<file path="config.mk">
export PLATFORM = sky130hd
export DESIGN_NAME = pe_agu_seq
export DESIGN_NICKNAME = d
export VERILOG_FILES = /design/src/rtl/pe_agu_seq_pkg.sv /design/src/rtl/pe_agu_seq_inst_fifo.sv /design/src/rtl/pe_agu_seq.sv
export SDC_FILE = /design/constraint.sdc
export NUM_CORES = 1
export LEC_CHECK = 0
export BUFFER_PORTS_ARGS = -buffer_cell sky130_fd_sc_hd__buf_2
export CAP_MARGIN = 20
export CORE_ASPECT_RATIO = 1.1
export CORE_MARGIN = 2
export CORE_UTILIZATION = 35
export DETAILED_ROUTE_END_ITERATION = 6
export SLEW_MARGIN = 30
export SYNTH_ARGS = -nofsm -noshare
export SYNTH_HDL_FRONTEND = slang
export SYNTH_SLANG_ARGS = --single-unit
</file>
<file path="constraint.sdc">
create_clock -name clk -period 2.1 [get_ports clk]
set_clock_uncertainty 0.2 [all_clocks]
set_input_delay 0 -clock clk [delete_from_list [all_inputs] [get_ports clk]]
set_output_delay 0 -clock clk [all_outputs]
set_load 0.02 [all_outputs]
</file>
<file path="src/rtl/pe_agu_seq_pkg.sv">
// Shared AGU definitions: instruction descriptor, mode encodings, sequencer states, bw().
package GLOBAL_PARAM;

  localparam int unsigned AGU_INST_W = 25;

  // 'release' is a reserved word, so the bank-release flag is stored as 'rel'
  typedef struct packed {
    logic [1:0] mode;
    logic [7:0] idx_cnt;
    logic [7:0] trip_cnt;
    logic       is_new;
    logic [3:0] pad_code;
    logic       cut_y;
    logic       rel;
  } agu_inst_t;

  localparam logic [1:0] MODE_CONV_A = 2'b00;
  localparam logic [1:0] MODE_FC_A   = 2'b01;
  localparam logic [1:0] MODE_CONV_B = 2'b10;
  localparam logic [1:0] MODE_FC_B   = 2'b11;

  typedef enum logic [2:0] {
    S_IDLE      = 3'd0,
    S_SWITCH    = 3'd1,
    S_ISSUE     = 3'd2,
    S_WAIT_LOW  = 3'd3,
    S_WAIT_DONE = 3'd4
  } seq_state_t;

  function automatic int unsigned bw(input int unsigned n);
    return (n <= 1) ? 1 : $clog2(n);
  endfunction

  function automatic logic is_fc_mode(input logic [1:0] mode);
    return mode[0];
  endfunction

endpackage

</file>
<file path="src/rtl/pe_agu_seq_inst_fifo.sv">
// Synchronous FIFO of AGU instruction descriptors; depth must be a power of two.
module pe_agu_inst_fifo
  import GLOBAL_PARAM::*;
#(
  parameter int unsigned DEPTH = 4
) (
  input  logic      i_clk,
  input  logic      i_rst_n,
  input  logic      i_push,
  input  agu_inst_t i_data,
  input  logic      i_pop,
  output agu_inst_t o_data,
  output logic      o_full,
  output logic      o_empty
);

  localparam int unsigned AW = bw(DEPTH);

  agu_inst_t     r_mem [DEPTH];
  logic [AW-1:0] r_wptr;
  logic [AW-1:0] r_rptr;
  logic [AW:0]   r_cnt;
  logic          w_do_push;
  logic          w_do_pop;

  assign o_full    = (r_cnt == (AW+1)'(DEPTH));
  assign o_empty   = (r_cnt == '0);
  assign w_do_pop  = i_pop && !o_empty;
  // a push into a full FIFO is allowed when the head leaves in the same cycle
  assign w_do_push = i_push && (!o_full || w_do_pop);
  assign o_data    = r_mem[r_rptr];

  always_ff @(posedge i_clk or negedge i_rst_n) begin
    if (!i_rst_n) begin
      r_wptr <= '0;
      r_rptr <= '0;
      r_cnt  <= '0;
    end else begin
      if (w_do_push) r_wptr <= r_wptr + AW'(1);
      if (w_do_pop)  r_rptr <= r_rptr + AW'(1);
      case ({w_do_push, w_do_pop})
        2'b10:   r_cnt <= r_cnt + (AW+1)'(1);
        2'b01:   r_cnt <= r_cnt - (AW+1)'(1);
        default: r_cnt <= r_cnt;
      endcase
    end
  end

  always_ff @(posedge i_clk) begin
    if (w_do_push) r_mem[r_wptr] <= i_data;
  end

endmodule

</file>
<file path="src/rtl/pe_agu_seq.sv">
// Per-PE AGU instruction sequencer with index-bank ping-pong tracking.
// Optional performance counters are enabled by defining PE_AGU_SEQ_PERF_EN.
module pe_agu_seq
  import GLOBAL_PARAM::*;
#(
  parameter int unsigned INST_DEPTH = 4,
  parameter int unsigned CNT_W      = 32
) (
  input  logic        clk,
  input  logic        rst,
  input  logic        inst_valid,
  output logic        inst_ready,
  input  logic [1:0]  inst_mode,
  input  logic [7:0]  inst_idx_cnt,
  input  logic [7:0]  inst_trip_cnt,
  input  logic        inst_is_new,
  input  logic [3:0]  inst_pad_code,
  input  logic        inst_cut_y,
  input  logic        inst_release,
  input  logic        idx_load_done,
  output logic        idx_load_ready,
  output logic        agu_start,
  output logic [1:0]  agu_mode,
  output logic [7:0]  agu_idx_cnt,
  output logic [7:0]  agu_trip_cnt,
  output logic        agu_is_new,
  output logic [3:0]  agu_pad_code,
  output logic        agu_cut_y,
  input  logic        agu_done,
  output logic        switch_idx_buf,
  output logic        busy,
  output logic [15:0] inst_issued
`ifdef PE_AGU_SEQ_PERF_EN
  ,
  input  logic             perf_clr,
  output logic [CNT_W-1:0] perf_busy_cyc,
  output logic [CNT_W-1:0] perf_idx_stall_cyc,
  output logic [CNT_W-1:0] perf_inst_stall_cyc
`endif
);

  if ((INST_DEPTH < 2) || ((INST_DEPTH & (INST_DEPTH - 1)) != 0)) begin : g_bad_depth
    $error("pe_agu_seq: INST_DEPTH must be a power of two >= 2");
  end
  if (CNT_W < 1) begin : g_bad_cnt_w
    $error("pe_agu_seq: CNT_W must be at least 1");
  end

  seq_state_t r_state;
  seq_state_t w_next;

  agu_inst_t  w_push_data;
  agu_inst_t  w_head;
  logic       w_full;
  logic       w_empty;
  logic       w_push;
  logic       w_pop;

  logic       r_wr_full;
  logic       r_rd_full;
  logic       r_agu_start;
  logic       r_switch;
  agu_inst_t  r_agu_inst;
  logic [15:0] r_issued;

  assign w_push_data = '{mode:     inst_mode,
                         idx_cnt:  inst_idx_cnt,
                         trip_cnt: inst_trip_cnt,
                         is_new:   inst_is_new,
                         pad_code: inst_pad_code,
                         cut_y:    inst_cut_y,
                         rel:      inst_release};
  assign w_push = inst_valid && !w_full;

  pe_agu_inst_fifo #(
    .DEPTH (INST_DEPTH)
  ) u_fifo (
    .i_clk   (clk),
    .i_rst_n (rst),
    .i_push  (w_push),
    .i_data  (w_push_data),
    .i_pop   (w_pop),
    .o_data  (w_head),
    .o_full  (w_full),
    .o_empty (w_empty)
  );

  always_ff @(posedge clk or negedge rst) begin
    if (!rst) r_state <= S_IDLE;
    else      r_state <= w_next;
  end

  always_comb begin
    w_next = r_state;
    w_pop  = 1'b0;
    case (r_state)
      S_IDLE: begin
        if (!r_rd_full && r_wr_full)                w_next = S_SWITCH;
        else if (r_rd_full && !w_empty && agu_done) w_next = S_ISSUE;
      end
      S_SWITCH:   w_next = S_IDLE;
      S_ISSUE: begin
        w_pop  = 1'b1;
        w_next = S_WAIT_LOW;
      end
      // the AGU needs a cycle to drop done after start, so it is not sampled here
      S_WAIT_LOW: w_next = S_WAIT_DONE;
      S_WAIT_DONE: begin
        if (agu_done) w_next = S_IDLE;
      end
      default:    w_next = S_IDLE;
    endcase
  end

  // start/switch/fields are launched from the next-state so they line up with the state itself
  always_ff @(posedge clk or negedge rst) begin
    if (!rst) begin
      r_agu_start <= 1'b0;
      r_switch    <= 1'b0;
      r_agu_inst  <= '0;
      r_issued    <= '0;
    end else begin
      r_agu_start <= (w_next == S_ISSUE);
      r_switch    <= (w_next == S_SWITCH);
      if (w_next == S_ISSUE) begin
        r_agu_inst <= w_head;
        r_issued   <= r_issued + 16'd1;
      end
    end
  end

  always_ff @(posedge clk or negedge rst) begin
    if (!rst) begin
      r_wr_full <= 1'b0;
      r_rd_full <= 1'b0;
    end else begin
      if (r_switch)                        r_wr_full <= 1'b0;
      else if (idx_load_done && !r_wr_full) r_wr_full <= 1'b1;

      if (r_switch)
        r_rd_full <= 1'b1;
      else if ((r_state == S_WAIT_DONE) && agu_done && r_agu_inst.rel)
        r_rd_full <= 1'b0;
    end
  end

  assign inst_ready     = !w_full;
  assign idx_load_ready = !r_wr_full;
  assign agu_start      = r_agu_start;
  assign switch_idx_buf = r_switch;
  assign agu_mode       = r_agu_inst.mode;
  assign agu_idx_cnt    = r_agu_inst.idx_cnt;
  assign agu_trip_cnt   = r_agu_inst.trip_cnt;
  assign agu_is_new     = r_agu_inst.is_new;
  assign agu_pad_code   = r_agu_inst.pad_code;
  assign agu_cut_y      = r_agu_inst.cut_y;
  assign busy           = (r_state != S_IDLE) || !w_empty;
  assign inst_issued    = r_issued;

`ifdef PE_AGU_SEQ_PERF_EN
  logic [CNT_W-1:0] r_perf_busy;
  logic [CNT_W-1:0] r_perf_idx_stall;
  logic [CNT_W-1:0] r_perf_inst_stall;
  logic             w_cnt_busy;
  logic             w_cnt_idx_stall;
  logic             w_cnt_inst_stall;

  assign w_cnt_busy       = (r_state == S_ISSUE) || (r_state == S_WAIT_LOW) ||
                            (r_state == S_WAIT_DONE);
  assign w_cnt_idx_stall  = (r_state == S_IDLE) && !w_empty && !r_rd_full;
  assign w_cnt_inst_stall = (r_state == S_IDLE) && w_empty && r_rd_full;

  always_ff @(posedge clk or negedge rst) begin
    if (!rst) begin
      r_perf_busy       <= '0;
      r_perf_idx_stall  <= '0;
      r_perf_inst_stall <= '0;
    end else if (perf_clr) begin
      r_perf_busy       <= '0;
      r_perf_idx_stall  <= '0;
      r_perf_inst_stall <= '0;
    end else begin
      if (w_cnt_busy && (r_perf_busy != '1))
        r_perf_busy <= r_perf_busy + CNT_W'(1);
      if (w_cnt_idx_stall && (r_perf_idx_stall != '1))
        r_perf_idx_stall <= r_perf_idx_stall + CNT_W'(1);
      if (w_cnt_inst_stall && (r_perf_inst_stall != '1))
        r_perf_inst_stall <= r_perf_inst_stall + CNT_W'(1);
    end
  end

  assign perf_busy_cyc       = r_perf_busy;
  assign perf_idx_stall_cyc  = r_perf_idx_stall;
  assign perf_inst_stall_cyc = r_perf_inst_stall;
`endif

endmodule

</file>
==> metrics.sh <==
CTS_HTREE_LEVELS=4
IR_WORST_VDD_mV=0.6967
TOP_LEVEL_PORTS=75
ROUTED_VIA_DENSITY=4.564
WORSTHOLDPATHTYPE='in2async'
LAYOUT_STAGE_AREA_GROWTH_OVER_THE_SYNTHESIS_RESULT_PCT=24.99
FP.DIEAREA_UM2=18630
PATH_CLASS='reg2reg'
DIEWIDTH_UM=130.3
WORSTSETUPSTARTPOINTTYPE='flop'
TIGHTESTPINTRANSITION_NS=0.7896
PERIOD_NEEDED_NS=2.070
SYNTH_CELL_TYPE_COUNT=34
SLEW_VIOL_FINAL=0
POSTSYNTH.ASYNCRESETSHARE=0.3548
CTS_MADE_BUFFERS=17
FIN_AREA_UM2=7677
FINALWORSTSETUPSLACK_NS=0.02982
TIMING.CRITICAL_PATH.REQUIRED_NS=2.23
SYNTH_SEQ_AREA_SHARE=0.7130
YOSYSWARNINGCOUNT=0
YS_TOP_CELLS_BY_AREA='sky130_fd_sc_hd__edfxtp_1, sky130_fd_sc_hd__dfrtp_1, sky130_fd_sc_hd__mux4_2'
DRT-TOTAL-WL_UM=11380
FIN_UTIL=0.4495
SETUP_VIOL=0
CRITICAL_PATH_ARRIVAL_NS=2.20
R2R-START='u_fifo.r_cnt[0]'
TIMING.CRITICAL_PATH.FANOUT_MAX=3
NNETSFINAL=478
CLK_ROOT_BUFFER_CELL='sky130_fd_sc_hd__clkbuf_16'
TRITONCTS_CLOCK_TREE='done'
SLEW-LIMIT-HEADROOM=0.4736
TOP_AREA_CELL_TYPE_SHARE_OF_THE_NETLIST_AREA=0.4889
PLACEMENT.IO_BUFFERS=74
FIRST_PASS_GRT_WIRE_LENGTH_UM=17400
CRITPATHMAXSTAGEDELAY_NS=0.43
CRITICAL_PATH_SLOWEST_STAGE_CELL='sky130_fd_sc_hd__dfrtp_2'
MOST_USED_STANDARD_CELL_BY_INSTANCE_COUNT_AFTER_SYNTHESIS='sky130_fd_sc_hd__edfxtp_1'
POST_ROUTE_ANTENNA_NET_VIOLATION_COUNT=0
MEAN_ROUTED_WIRELENGTH_PER_CELL_UM=16.54
SYN_AVG_CELL_AREA_UM2=18.67
PLACEDINSTANCEAREA_UM2=6720
CRITPATHTOPFAMILY='adder cells'
TRITONCTS_NUM_SINKS=155
HPWLAFTERDP_UM=7021
CLK_TRANSITION_REPORTED_PATHS_NS=0.06
FIRST_PASS_DRT_ITERATIONS=4
ANTENNA_FOUND_INITIAL=0
TRACK_USAGE=0.1288
WORST_SETUP_PATH_STARTPOINT='u_fifo.r_cnt[0]'
CP_NUM_BUF_INV=2
MAX-CLOCK-PATH-BUFFERS=2
SYNTH_AREA_UM2=6142
FMAX_MHz=483.1
LAYOUT_CELL_SHARE_WITH_DRIVE_STRENGTH_BEYOND_1=0.3899
SYNTHCELLS=329
NUM_ROWS=50
GPL.FINAL_WEIGHTED_CONGESTION=0.7551
YS_DOMINANT_REG_CELL='sky130_fd_sc_hd__edfxtp_1'
GRT_SETUP_UNREPAIRED='true'
CRIT_CHAIN='buf_4 -> o311a_1 -> ha_2 -> inv_2 -> fa_2 -> mux2i_1'
SYNTH.FF_LATCH_COUNT=155
ROUTE.VIAS.TOTAL=3140
FINAL-HOLD-VIOLATION-COUNT=0
GRT_OVERFLOW_TOTAL=0
FINALCRITPERIODSHARE=0.9858
DRT-INITIAL-DRC-COUNT=142
GRT_START_MAX_NET_PINS=36
DIEHEIGHT_UM=142.9
DRV_CAP=0
START_UTIL=0.3596
CP-END-KIND='flop'
RUN_STATUS='finished clean'
INSERTEDDIODECOUNT=0
POWER_DENSITY_nW_PER_UM2=1436
INSERTION_DELAY_NS=0.42
DETAIL_ROUTE.DRC_VIOLATIONS=0
POST-PLACE-WS_NS=-0.0001840
FIRST_GLOBAL_VIAS=3231
SYNTH_CELL_COUNT_LEADERS='sky130_fd_sc_hd__edfxtp_1, sky130_fd_sc_hd__dfrtp_1, sky130_fd_sc_hd__buf_4, sky130_fd_sc_hd__mux4_2, sky130_fd_sc_hd__mux2_1'
SYNTH.LARGEST_AREA_CELL='sky130_fd_sc_hd__edfxtp_1'
LEAKAGEPOWER_nW=2.996
SYNTH_ENABLE_FLOP_CELLS=100
SYNTHESIS.NETS=366
DESIGN.CORE.AREA_UM2=17080
[path summary, 6_finish.rpt]
| check | endpoint | slack, ns | cells past startpoint |
|---|---|---|---|
| min | inst_issued[15] | 0.007 | 2 |
| max in group asynchronous | agu_pad_code[0] | 1.02 | 3 |
| max reg2reg | u_fifo.r_cnt[1] | 0.03 | 6 |
| min in group clk | u_fifo.r_mem[3][16] | 0.13 | 2 |
| max | u_fifo.r_cnt[1] | 0.03 | 6 |
| min reg2reg | r_wr_full | 0.26 | 1 |
[timing repair]
item	4_1_cts	5_1_grt
setup buffers	3	4
resized for setup	2	4
endpoints found under the hold margin	144	0
endpoints found under the setup margin	2	2
hold buffers	29	0
pin swaps	1	4
[cells by family after synthesis]
kind of cell | share of synthesized area
AO/OA/AOI/OAI | 0.01060
XOR/XNOR | 0.02995
adder cells (fa/ha/maj) | 0.01548
buffers and inverters | 0.04665
flip-flops | 0.7130
multiplexers | 0.1428
AND/OR/NAND/NOR | 0.04156
[registers in the layout (all words and copies together), names as in the netlist, 2 cells and up]
name,flops
u_fifo.r_mem,100
agu_mode,2
u_fifo.r_cnt,3
agu_idx_cnt,8
u_fifo.r_rptr,2
inst_issued,16
u_fifo.r_wptr,2
r_state,3
agu_trip_cnt,8
agu_pad_code,4
[through the flow]
step                      hold slack, ns  power [W]    TNS [ns]  cells
after floorplan                  -0.4956   0.007127           0    329
after global placement          -0.06583   0.007812           0    620
after detailed placement        -0.06459   0.007943  -0.0001840    620
after CTS                        0.02017    0.01114           0    684
after global routing             0.07339    0.01161    -0.09709    688
final                           0.006848    0.01102           0    688
[worst register-to-register path, cell delays in order (launching register included)]
cell and delay (ns):
sky130_fd_sc_hd__dfrtp_2 0.43, sky130_fd_sc_hd__buf_4 0.15, sky130_fd_sc_hd__o311a_1 0.36, sky130_fd_sc_hd__ha_2 0.20, sky130_fd_sc_hd__inv_2 0.06, sky130_fd_sc_hd__fa_2 0.43, sky130_fd_sc_hd__mux2i_1 0.15
[layer usage]
metal / global-route usage / share of wire
met5: 0 / 0
met4: 0.04244 / 0.011
met3: 0.04121 / 0.036
met2: 0.2169 / 0.51
met1: 0.1569 / 0.44
[power by group]
group	switching [W]	internal, W	total [W]
combinational	0.00182	0.00160	0.00342
sequential	0.000402	0.00414	0.00454
clock	0.00117	0.00188	0.00306
total	0.00340	0.00762	0.0110
[area by class of cell]
class | count | area, µm²
Sequential cell | 155 | 4382
Inverter | 11 | 43.79
Clock buffer | 23 | 488.0
Tap cell | 234 | 292.8
Multi-Input combinational cell | 131 | 1509
Fill cell | 1508 | 9402
Timing Repair Buffer | 125 | 850.8
Clock inverter | 9 | 111.4
[cell usage in the layout, fill, tap and decap left out, types with 4 or more instances in the layout]
master                          instances
sky130_fd_sc_hd__edfxtp_1             100
sky130_fd_sc_hd__buf_2                 74
sky130_fd_sc_hd__dfrtp_1               53
sky130_fd_sc_hd__dlygate4sd3_1         29
sky130_fd_sc_hd__mux4_2                25
sky130_fd_sc_hd__buf_4                 20
sky130_fd_sc_hd__mux2_1                19
sky130_fd_sc_hd__clkbuf_16             17
sky130_fd_sc_hd__xnor2_1               14
sky130_fd_sc_hd__inv_1                  8
sky130_fd_sc_hd__nand3_1                8
sky130_fd_sc_hd__mux2_2                 8
sky130_fd_sc_hd__nand2_1                7
sky130_fd_sc_hd__xor2_1                 7
sky130_fd_sc_hd__nor2_1                 6
sky130_fd_sc_hd__nand4_1                6
sky130_fd_sc_hd__ha_1                   5
sky130_fd_sc_hd__and3_2                 4
sky130_fd_sc_hd__clkbuf_8               4
No activity file was read; power rests on OpenSTA's default activity.
